### src/rtl/spi_reg_bridge_if.sv
// spi_reg_bridge_if: ULPI register-access port between the SPI bridge (master) and the ULPI side (slave)
interface spi_reg_bridge_if;
  logic       reg_req;
  logic       reg_we;
  logic [5:0] reg_addr;
  logic [7:0] reg_wdata;
  logic       reg_ack;
  logic [7:0] reg_rdata;
  modport master (output reg_req, reg_we, reg_addr, reg_wdata, input reg_ack, reg_rdata);
  modport slave  (input reg_req, reg_we, reg_addr, reg_wdata, output reg_ack, reg_rdata);
endinterface

### src/rtl/spi_reg_bridge.sv
// spi_reg_bridge: decodes SPI command/data bytes into ULPI register reads/writes with auto-increment bursts
module spi_reg_bridge #(
  parameter logic [3:0] STATUS_ID   = 4'h1,
  parameter logic [7:0] ACK_TIMEOUT = 8'd255
) (
  input  logic                    clk,
  input  logic                    reset,
  input  logic                    nCS,
  input  logic [7:0]              mosi_data,
  input  logic                    data_next,
  output logic [7:0]              miso_data,
  output logic                    err,
  spi_reg_bridge_if.master        bus
);
  typedef enum logic [2:0] {IDLE, CMD, WR_DATA, WR_BUSY, RD_BUSY, RD_WAIT} state_t;
  state_t     state_q;
  logic [1:0] ncs_q;
  logic       dn_q, req_q, we_q, err_q, trk_q;
  logic [5:0] addr_q;
  logic [7:0] wdata_q, miso_q, cnt_q;
  logic       frame, stb, ack, tmo, done;
  logic [7:0] status;
  assign frame  = ~ncs_q[1];
  assign stb    = data_next & ~dn_q;
  assign ack    = req_q & bus.reg_ack;
  assign tmo    = req_q & ~bus.reg_ack & (cnt_q == ACK_TIMEOUT - 8'd1);
  assign done   = ack | tmo;
  assign status = {err_q, req_q, 2'b00, STATUS_ID};
  // trk_q selects the live status byte; cleared once read data has been captured
  assign miso_data     = trk_q ? status : miso_q;
  assign err           = err_q;
  assign bus.reg_req   = req_q;
  assign bus.reg_we    = we_q;
  assign bus.reg_addr  = addr_q;
  assign bus.reg_wdata = wdata_q;
  always_ff @(posedge clk) begin
    if (reset) begin
      state_q <= IDLE;
      ncs_q   <= 2'b11;
      dn_q    <= 1'b0;
      req_q   <= 1'b0;
      we_q    <= 1'b0;
      err_q   <= 1'b0;
      trk_q   <= 1'b1;
      addr_q  <= 6'd0;
      wdata_q <= 8'd0;
      miso_q  <= 8'd0;
      cnt_q   <= 8'd0;
    end else begin
      ncs_q <= {ncs_q[0], nCS};
      dn_q  <= data_next;
      cnt_q <= (req_q && !done) ? cnt_q + 8'd1 : 8'd0;
      if ((stb && req_q) || tmo) err_q <= 1'b1;
      case (state_q)
        IDLE: begin
          trk_q <= 1'b1;
          if (frame) state_q <= CMD;
        end
        CMD:
          if (stb) begin
            addr_q <= mosi_data[5:0];
            if (mosi_data[6]) err_q <= 1'b0;
            if (mosi_data[7]) begin
              req_q   <= 1'b1;
              we_q    <= 1'b0;
              state_q <= RD_BUSY;
            end else state_q <= WR_DATA;
          end else if (!frame) state_q <= IDLE;
        WR_DATA:
          if (stb) begin
            wdata_q <= mosi_data;
            req_q   <= 1'b1;
            we_q    <= 1'b1;
            state_q <= WR_BUSY;
          end else if (!frame) state_q <= IDLE;
        WR_BUSY:
          if (done) begin
            req_q   <= 1'b0;
            addr_q  <= addr_q + 6'd1;
            state_q <= frame ? WR_DATA : IDLE;
          end
        RD_BUSY:
          if (done) begin
            req_q   <= 1'b0;
            miso_q  <= ack ? bus.reg_rdata : 8'hFF;
            trk_q   <= ~frame;
            state_q <= frame ? RD_WAIT : IDLE;
          end
        RD_WAIT:
          if (stb) begin
            addr_q  <= addr_q + 6'd1;
            req_q   <= 1'b1;
            we_q    <= 1'b0;
            state_q <= RD_BUSY;
          end else if (!frame) begin
            trk_q   <= 1'b1;
            state_q <= IDLE;
          end
        default: state_q <= IDLE;
      endcase
    end
  end
endmodule

### src/flat_wrapper.sv
// flat-port wrapper written by rule: the top's interface ports become plain ports
module spi_reg_bridge_flat 
#(
  parameter logic [3:0] STATUS_ID   = 4'h1,
  parameter logic [7:0] ACK_TIMEOUT = 8'd255
)
  (clk, reset, nCS, mosi_data, data_next, miso_data, err, bus_reg_req, bus_reg_we, bus_reg_addr, bus_reg_wdata, bus_reg_ack, bus_reg_rdata);
  spi_reg_bridge_if bus_i ();
  input  logic clk;
  input  logic reset;
  input  logic nCS;
  input  logic [7:0] mosi_data;
  input  logic data_next;
  output logic [7:0] miso_data;
  output logic err;
  output wire logic [$bits(bus_i.reg_req)-1:0] bus_reg_req;
  output wire logic [$bits(bus_i.reg_we)-1:0] bus_reg_we;
  output wire logic [$bits(bus_i.reg_addr)-1:0] bus_reg_addr;
  output wire logic [$bits(bus_i.reg_wdata)-1:0] bus_reg_wdata;
  input wire logic [$bits(bus_i.reg_ack)-1:0] bus_reg_ack;
  input wire logic [$bits(bus_i.reg_rdata)-1:0] bus_reg_rdata;
  assign bus_reg_req = bus_i.reg_req;
  assign bus_reg_we = bus_i.reg_we;
  assign bus_reg_addr = bus_i.reg_addr;
  assign bus_reg_wdata = bus_i.reg_wdata;
  assign bus_i.reg_ack = bus_reg_ack;
  assign bus_i.reg_rdata = bus_reg_rdata;
  spi_reg_bridge #(.STATUS_ID(STATUS_ID), .ACK_TIMEOUT(ACK_TIMEOUT)) u_core (.clk(clk), .reset(reset), .nCS(nCS), .mosi_data(mosi_data), .data_next(data_next), .miso_data(miso_data), .err(err), .bus(bus_i));
endmodule
### config.mk
export PLATFORM = sky130hd
export DESIGN_NAME = spi_reg_bridge_flat
export DESIGN_NICKNAME = d
export VERILOG_FILES = /design/src/rtl/spi_reg_bridge_if.sv /design/src/rtl/spi_reg_bridge.sv /design/src/flat_wrapper.sv
export SDC_FILE = /design/constraint.sdc
export NUM_CORES = 1
export LEC_CHECK = 0
export BUFFER_PORTS_ARGS = -buffer_cell sky130_fd_sc_hd__buf_2
export CAP_MARGIN = 20
export CORE_ASPECT_RATIO = 1.5
export CORE_MARGIN = 2
export CORE_UTILIZATION = 47
export CTS_CLUSTER_SIZE = 12
export DETAILED_ROUTE_END_ITERATION = 10
export PLACE_DENSITY = 0.73
export SLEW_MARGIN = 25
export SYNTH_ARGS = -nofsm -noshare
export SYNTH_HDL_FRONTEND = slang
export SYNTH_SLANG_ARGS = --single-unit
export TNS_END_PERCENT = 50
### constraint.sdc
create_clock -name clk -period 1.6 [get_ports clk]
set_input_delay 0.16 -clock clk [delete_from_list [all_inputs] [get_ports clk]]
set_output_delay 0.16 -clock clk [all_outputs]
set_load 0.03 [all_outputs]
# == Word level (Yosys, flattened, before mapping) ==
# Cells that the tools add are included.
# totals
reg_bits,40
elab_cells,91
# op_classes
addsub,2
eq_ne,17
n_mux,34
bitwise_logic,8
reduce_logical,19
# ops
op,count
$mux 3,9
$mux 6,3
$pmux 3 s6,1
$pmux 6 s3,1
$mux 8,2
$ne 2x1->1 const B,8
$mux 1,14
$reduce_bool 3->1,4
$reduce_and 5->1,2
$pmux 1 s3,3
$add 8x1->8 const B,1
$eq 8x8->1 const B,1
$reduce_and 4->1,2
$add 6x1->6 const B,1
$eq 3x2->1 const B,2
$eq 3x3->1 const B,2
$ne 2x2->1 const B,3
$reduce_or 2->1,3
$and 1x1->1,4
$reduce_and 2->1,2
$eq 3x1->1 const B,1
$logic_not 3->1,1
$not 1->1,3
$reduce_and 3->1,1
other kinds (5),6

# == Longest topological paths before layout ==
# Gate-level depths: netlist of the first run.
# depth
ltp_word,8
ltp_mapped,7
depth_no_buf,6

# == Least setup slack after synthesis of the first run ==
# Ideal clock, no wire load.
# synth_path
path_kind,reg2reg
startpoint,register u_core.cnt_q[0]
endpoint,"register u_core.addr_q[1], in the netlist u_core.bus.reg_addr[1]"
setup_time_ns,0.128
arrival_ns,1.450
required_time_ns,1.472
setup_slack_ns,0.022
path_stages_with_launch,8
cell_sequence,dfxtp_1 inv_1 ha_1 a41o_2 a41oi_2 buf_2 mux2i_1 nor2_1
# synth_via
elab_chain_cells,5
# synth_lines
element,line_no,text
from (decl),spi_reg_bridge.sv:20,"logic [7:0] wdata_q, miso_q, cnt_q;"
from (signal assigned),spi_reg_bridge.sv:52,cnt_q <= (req_q && !done) ? cnt_q + 8'd1 : 8'd0;
$eq 8x8->1,spi_reg_bridge.sv:26,assign tmo = req_q & ~bus.reg_ack & (cnt_q == ACK_TIMEOUT - 8'd1);
$and 1x1->1,spi_reg_bridge.sv:26,
$or 1x1->1,spi_reg_bridge.sv:27,assign done = ack | tmo;
$ne 2x1->1 (no line),-,
$reduce_and 4->1 (no line),-,
to (signal assigned),spi_reg_bridge.sv:61,addr_q <= mosi_data[5:0];
to (signal assigned),spi_reg_bridge.sv:79,addr_q <= addr_q + 6'd1;
to (signal assigned),spi_reg_bridge.sv:91,addr_q <= addr_q + 6'd1;
to (decl),spi_reg_bridge.sv:19,logic [5:0] addr_q;
# Every way passes these cells.
# A chain may end at the register's enable or synchronous reset.

# == Final worst setup path of the first run ==
# layout_path
startpoint,register u_core.cnt_q[5]
endpoint,"register u_core.addr_q[0], in the netlist u_core.bus.reg_addr[0]"
# The elaborated chain is that of the path after synthesis.

==> flow_summary.json, run 1 <==
{
  "insertion_delay_ps": 290,
  "synth_compound_area_share_pct": 19.86,
  "portBuffers": 45,
  "power_density_nw_per_um2": 787.2,
  "synth_nets": 233,
  "rows": 27,
  "htreeDepth": 2,
  "synth_fa_ha_area_share_pct": 2.055,
  "yosysUniqueCellTypes": 41,
  "synth_area_leaders": "dfxtp_1 (44%), a21oi_1 (5.2%), o221a_2 (4.9%)",
  "synth_top_family_by_area": "simple AND/OR/NAND/NOR gates",
  "root_buffer": "clkbuf_8",
  "grt_pass1_wl_um": 6837,
  "async_flop_share_pct": 0,
  "synth_edf_count": 0,
  "max_freq_mhz": 651.4,
  "timing.critical_path.buf_inv": 0,
  "clk_pin_slew_ps": 70,
  "fin_crit_sh_pct": 95.95,
  "syn-cell-area_sq_um": 1827,
  "dieArea_sq_um": 4412,
  "grt_busiest_layer": "met2",
  "setup_viol": 0,
  "synthCells": 209,
  "dieHeight_um": 80.36,
  "grt_overflow": 0,
  "grt_max_degree": 23,
  "slew_viol_final": 0,
  "cpLargestDelayFamily": "simple AND/OR/NAND/NOR gates",
  "cpMaxStageDelayCell": "or3_1",
  "yosys.area_share.xor_xnor_pct": 2.877,
  "final_area_sq_um": 2400,
  "power_leakage_nw": 1.041,
  "relSlewSlack_pct": 73.18,
  "final_common_cell": "buf_2",
  "nNetsFinal": 299,
  "area_growth_pct": 31.37,
  "first_pass_iters": 4,
  "grt_pass1_vias": 1641,
  "worst_setup_path_end_kind": "flip-flop",
  "synth_seq_area_share_pct": 43.84,
  "fp.dieW_um": 54.91,
  "status": "completed",
  "drt_iter0_markers": 44,
  "fin_util_pct": 64.58,
  "cts_tree": "done",
  "vias": 1773,
  "ant_nets": 0,
  "yosys-mux-area-fraction_pct": 3.562,
  "wl_um": 4433,
  "crit_fanout": 4,
  "cp_cell_sequence": "and4_4 -> a41o_4 -> a41oi_4 -> or3_1 -> a31oi_1",
  "postPlaceCellArea_sq_um": 2251,
  "synth.top_cell.area_share_pct": 43.84,
  "slowest_delay_ps": 370,
  "hold_ws_ps": 49.10,
  "grt_use_met3_pct": 4.647,
  "vdd_ir_drop_max_uv": 746.0,
  "min_path_type": "in2reg",
  "cap_violations": 0,
  "cts_sinks": 40,
  "vias_per_cell": 5.558,
  "cts_made_buffers": 5,
  "ys_seq_elements": 40,
  "gp_congestion": 0.7963,
  "diodes": 0,
  "grtUsageMet1_pct": 22.55,
  "synth_warnings": 0,
  "gr-usage-met2_pct": 36.90,
  "skew_ps": 2.865,
  "synth_area_per_cell_sq_um": 8.740,
  "gr-usage-all-layers_pct": 21.22,
  "min_period_ps": 1535,
  "hpwlAfterDp_um": 3178,
  "tightest_slew_ps": 401.5,
  "initial_core_util_pct": 49.16,
  "yosys.area.top_type": "dfxtp_1",
  "cp-start-kind": "flip-flop",
  "cp_data_arrival_time_ps": 1760,
  "crit_required_ps": 1830,
  "remaining_drc_errors": 0,
  "layout_common_cells": "buf_2 (45), dfxtp_1 (36), buf_4 (24), nor2_1 (20)",
  "power.total_w": 0.001889,
  "clock_path_buffers": 2,
  "worstSetupPathType": "reg2reg",
  "synth_ff_type": "dfxtp_1",
  "antenna_found_initial": 0,
  "preCtsSetupSlack_ps": -3.535,
  "layout-drive-gt1-share_pct": 37.68,
  "synthSimpleGateAreaFrac_pct": 24.25,
  "ioPinCount": 46,
  "coreArea_sq_um": 3716,
  "hold_viol": 0,
  "routedWlPerCell_um": 13.90,
  "setup_slack_ps": 64.88
}
what timing repair did:
item / in CTS / in global routing
buffers inserted: 0 / 0
setup endpoints to repair: 1 / 16
pin swaps: 1 / 1
gates resized for setup: 2 / 12
hold buffers: 0 / 0
worst register-to-register path, cell delays in order (launching register included):
cell and delay, ps:
dfxtp_1 340, and4_4 250, a41o_4 250, a41oi_4 110, or3_1 370, a31oi_1 150
stage by stage:
| stage | TNS [ps] | std cells |
|---|---|---|
| floorplan | 0 | 209 |
| global placement | 0 | 311 |
| detailed placement | -3.535 | 311 |
| CTS | 0 | 319 |
| global route | -16.61 | 319 |
| finish | 0 | 319 |
sequential cells by signal, indices dropped and copies added (netlist names), 2 cells and up:
register,cells
u_core.bus.reg_wdata,8
u_core.bus.reg_addr,6
u_core.cnt_q,8
u_core.state_q,3
u_core.miso_q,8
u_core.ncs_q,2
where the power goes:
| part | total (W) | internal [W] | leakage, nW | switching [W] |
|---|---|---|---|---|
| combinational | 0.000180 | 0.0000792 | 0.670 | 0.000101 |
| sequential | 0.00102 | 0.00101 | 0.325 | 0.0000157 |
| clock | 0.000684 | 0.000351 | 0.0455 | 0.000333 |
| total | 0.00189 | 0.00144 | 1.04 | 0.000450 |
path summary, 6_finish.rpt:
path / startpoint / endpoint / slack, ps / cells after the start
min: nCS / u_core.ncs_q[0] / 50 / 2
max reg2reg: u_core.cnt_q[5] / u_core.bus.reg_addr[0] / 60 / 5
min reg2reg: u_core.ncs_q[0] / u_core.ncs_q[1] / 410 / 1
max: u_core.cnt_q[5] / u_core.bus.reg_addr[0] / 60 / 5
layer usage:
layer / up-vias / share of wire [%] / routed length, um
li1: 873 / - / -
met1: 826 / 42 / 1850
met2: 59 / 49 / 2184
met3: 15 / 5.2 / 229
met4: 0 / 3.8 / 169
met5: - / 0 / 0
area by class of cell:
type / count / area (sq um)
Clock buffer: 8 / 90.09
Fill cell: 356 / 1316
Sequential cell: 40 / 805.8
Tap cell: 43 / 53.80
Inverter: 4 / 15.01
Timing Repair Buffer: 71 / 427.9
Multi-Input combinational cell: 153 / 1007
cells in the mapped netlist, types with 7 or more instances:
cell type,number
a21oi_1,19
clkbuf_1,7
dfxtp_1,40
nand2_1,18
nand3_1,15
nor2_1,20
nor2b_1,11
o21ai_0,9
o221a_2,8
cell families (layout without fill, tap and decap cells):
logic type	Yosys count	count (layout)
simple gates	87	87
flops	40	40
mux	6	6
compound gates	51	51
buf+inv	16	83
fa+ha+maj	3	3
xor+xnor	6	6
Note: power is estimated with default switching activity, not from simulation.
==> run 2, diff against run 1 <==
CORE_ASPECT_RATIO = not set   (was 1.5)
CORE_MARGIN = 3   (was 2)
==> flow_summary.json, run 2 (synthesis gave the netlist of run 1 again) <==
{
  "ioPinCount": 46,
  "gr-usage-all-layers_pct": 18.30,
  "routedWlPerCell_um": 12.72,
  "grt_max_degree": 23,
  "cp-start-kind": "flip-flop",
  "fin_util_pct": 64.55,
  "drt_iter0_markers": 103,
  "worst_setup_path_end_kind": "flip-flop",
  "rsz0062_at_grt": "true",
  "cp_data_arrival_time_ps": 1780,
  "reg2reg_depth": 5,
  "setup_viol": 0,
  "cap_violations": 0,
  "worstHoldStart": "nCS",
  "worstSetupPathType": "reg2reg",
  "tightest_slew_ps": 384.8,
  "swShare_pct": 22.57,
  "grt_pass1_vias": 1517,
  "worst_r2r_startpoint": "u_core.cnt_q[3]",
  "vias_per_cell": 5.306,
  "gp_congestion": 0.8296,
  "dieArea_sq_um": 4671,
  "crit_required_ps": 1820,
  "diodes": 0,
  "vias": 1698,
  "clock_path_buffers": 2,
  "power_switching_w": 0.0004281,
  "wl_um": 4069,
  "crit_fanout": 4,
  "layout-drive-gt1-share_pct": 38.97,
  "dieHeight_um": 68.35,
  "status": "completed",
  "holdPathStages": 2,
  "max_freq_mhz": 641.2,
  "antenna_found_initial": 0,
  "power_density_nw_per_um2": 790.8,
  "min_period_ps": 1560,
  "pwr-share-seq_pct": 54.1,
  "ant_nets": 0,
  "rows": 22,
  "hold_viol": 0,
  "layout_common_cells": "buf_2 (45), dfxtp_1 (34), nor2_1 (20), buf_4 (20)",
  "grt_pass1_wl_um": 6534,
  "power_leakage_nw": 1.029,
  "area_growth_pct": 31.30,
  "cts_sinks": 40,
  "portBuffers": 45,
  "clk_pin_slew_ps": 70,
  "hpwlAfterDp_um": 2922,
  "cts_made_buffers": 5,
  "relSlewSlack_pct": 74.30,
  "hold_ws_ps": 63.48,
  "insertion_delay_ps": 280,
  "grt_overflow": 0,
  "pwr-share-clk_pct": 36.9,
  "initial_core_util_pct": 49.16,
  "first_pass_iters": 5,
  "min_path_type": "in2reg",
  "combPwrFrac_pct": 9.0,
  "cts_tree": "done",
  "coreArea_sq_um": 3716,
  "htreeDepth": 2,
  "fin_crit_sh_pct": 97.47,
  "remaining_drc_errors": 0,
  "slew_viol_final": 0,
  "nNetsFinal": 296,
  "skew_ps": 5.762,
  "cp-startpoint": "u_core.cnt_q[3]",
  "final_common_cell": "buf_2",
  "vdd_ir_drop_max_uv": 409.9,
  "fp.dieW_um": 68.35,
  "root_buffer": "clkbuf_8",
  "intPower_w": 0.001469
}
[run 2: cell count changes in the layout (fill, tap and decap cells not counted), sizes merged]
cell / previous run / this run
buf: 71 / 68
clkbuf: 8 / 7
[run 2: worst max-delay path: stages, from the launching register on]
cell     delay (ps)
dfxtp_2         330
and4_4          240
a41o_4          260
a41oi_4         140
or3_1           400
a31oi_1         130
[run 2: per-stage QoR]
step	setup slack (ps)	setup TNS, ps	instances	total power, W	area, sq um
after detailed placement	-2.441	-2.441	311	0.001208	2220
after global placement	8.457	0	311	0.001207	2220
after floorplan	22.10	0	209	0.001133	1827
final	40.47	0	320	0.001897	2399
after global routing	-66.29	-177.3	320	0.001971	2399
after CTS	-5.738	-9.107	318	0.001910	2359
[run 2: power by group through the flow]
stage / combinational, W / sequential, W / clock [W]
detailed placement: 0.000161 / 0.00105 / 0
global placement: 0.000160 / 0.00105 / 0
CTS: 0.000168 / 0.00103 / 0.000716
finish: 0.000171 / 0.00103 / 0.000700
floorplan: 0.0000803 / 0.00105 / 0
global route: 0.000188 / 0.00103 / 0.000756
[run 2: repair_timing]
item | 4_1_cts | 5_1_grt
gates resized for setup | 8 | 11
hold buffers | 0 | 0
buffers inserted | 0 | 2
pin swaps | 2 | 6
setup endpoints to repair | 2 | 18
[run 2: cell type report]
| class | instances | area (sq um) |
|---|---|---|
| Timing Repair Buffer | 68 | 409.1 |
| Clock buffer | 7 | 96.34 |
| Tap cell | 48 | 60.06 |
| Fill cell | 334 | 1318 |
| Inverter | 4 | 15.01 |
| Sequential cell | 40 | 808.3 |
| Multi-Input combinational cell | 153 | 1010 |
[run 2: worst paths after layout]
path	endpoint	slack, ps
max	u_core.bus.reg_addr[0]	40
min	u_core.ncs_q[0]	60
max reg2reg	u_core.bus.reg_addr[0]	40
min reg2reg	u_core.ncs_q[1]	410
[run 2: routing by layer]
layer  up-vias  track usage [%]  routed length, um
li1        867                -                  -
met5         -                0                  0
met1       792            23.10               1860
met2        37            31.17               2048
met4         0            4.467                 18
met3         2            4.433                143
==> run 3, diff against run 2 <==
CORE_UTILIZATION = 50   (was 47)
PLACE_DENSITY = 0.74   (was 0.73)
clock period = 1.8 ns   (was 1.6 ns; I/O delays follow)
==> flow_summary.json, run 3 (synthesis gave the netlist of run 1 again) <==
{
  "status": "completed",
  "rsz0062_at_grt": "false",
  "cts_tree": "done",
  "cts_sinks": 40,
  "antenna_found_initial": 0,
  "setup_slack_ps": 93.98,
  "first_pass_iters": 4,
  "setup_viol": 0,
  "diodes": 0,
  "final_common_cell": "buf_2",
  "layout-drive-gt1-share_pct": 33.59,
  "insertion_delay_ps": 340,
  "fin_cells": 308,
  "area_growth_pct": 21.71,
  "skew_ps": 4.989,
  "nNetsFinal": 286,
  "slew_viol_final": 0,
  "max_freq_mhz": 586.2,
  "crit_required_ps": 2070,
  "dieArea_sq_um": 4415,
  "hold_buffers": 0,
  "crit_fanout": 11,
  "worstHoldStart": "nCS",
  "postCtsSetupRepairBufs": 0,
  "routedWlPerCell_um": 12.73,
  "gr-usage-all-layers_pct": 19.22,
  "grt_max_degree": 24,
  "tns_ps": 0,
  "vias_per_cell": 5.390,
  "root_buffer": "clkbuf_4",
  "gp_congestion": 0.8720,
  "preCtsSetupSlack_ps": 88.77,
  "cp-start-kind": "flip-flop",
  "hold_viol": 0,
  "layout_common_cells": "buf_2 (45), dfxtp_1 (37), nor2_1 (19), a21oi_1 (19), nand2_1 (18)",
  "grt_overflow": 0,
  "initial_core_util_pct": 53.48,
  "fin_crit_sh_pct": 94.78,
  "power_leakage_nw": 0.9478,
  "cts_made_buffers": 5,
  "min_period_ps": 1706,
  "ioPinCount": 46,
  "cp-startpoint": "u_core.state_q[1]",
  "rows": 21,
  "min_path_type": "in2reg",
  "vias": 1660,
  "place_inst": 301,
  "clk_pin_slew_ps": 100,
  "tightest_slew_ps": 473.1,
  "cp_data_arrival_time_ps": 1970,
  "clock_path_buffers": 2,
  "fp.dieW_um": 66.45,
  "vdd_ir_drop_max_uv": 506.6,
  "drt_iter0_markers": 111,
  "portBuffers": 45,
  "relSlewSlack_pct": 68.39,
  "hpwlAfterDp_um": 2923,
  "grt_pass1_vias": 1494,
  "ant_nets": 0,
  "remaining_drc_errors": 0,
  "worstSetupPathType": "reg2reg",
  "cap_violations": 0,
  "dieHeight_um": 66.45,
  "worst_r2r_startpoint": "u_core.state_q[1]",
  "htreeDepth": 2,
  "worst_setup_path_end_kind": "flip-flop",
  "power_density_nw_per_um2": 652.5,
  "grt_pass1_wl_um": 6555,
  "wl_um": 3922,
  "power.total_w": 0.001451,
  "coreArea_sq_um": 3416
}
## run 3: stage by stage
step                      hold slack, ps  util [%]  instance area, sq um
after global placement             362.8     63.15                  2157
after global routing               15.84     65.09                  2223
after floorplan                    283.8         -                  1827
after detailed placement           367.4     63.15                  2157
final                              24.02     65.09                  2223
after CTS                          6.821     64.51                  2203
## run 3: what timing repair did
item | CTS | global route
endpoints found under the setup margin | 0 | 13
resized for setup | 0 | 6
hold endpoints to repair | 0 | 0
## run 3: critical path, cell delays in order, from the launching register on
cell	delay [ps]
dfxtp_2	410
and2b_1	260
o21ai_2	170
or3b_2	480
a21o_1	200
a21oi_1	120
## run 3: worst paths after layout
| path | endpoint | slack (ps) | depth (start not counted) |
|---|---|---|---|
| worst max register to register | u_core.bus.reg_addr[3] | 90 | 5 |
| worst min register to register | u_core.ncs_q[1] | 420 | 1 |
| worst min-delay path | u_core.ncs_q[0] | 20 | 2 |
| worst max-delay path | u_core.bus.reg_addr[3] | 90 | 5 |
## run 3: cell type report
class | count | area (sq um)
timing repair buffer | 58 | 322.8
inverter | 4 | 15.01
multi-input combinational | 153 | 977.2
clock inverter | 1 | 5.005
clock buffer | 6 | 41.29
fill | 295 | 1192
sequential | 40 | 804.5
tap | 46 | 57.56
## run 3: where the power goes
part / switching, W / internal, W
Sequential: 0.0000138 / 0.000896
Clock: 0.000255 / 0.000144
Combinational: 0.0000817 / 0.0000599
Total: 0.000351 / 0.00110
## run 3: metal layers
metal	routed length (um)	track usage (%)	vias up
li1	-	-	851
met1	1819	26.28	760
met2	1840	29.62	43
met3	216	5.102	6
met4	46	5.330	0
met5	0	0	-
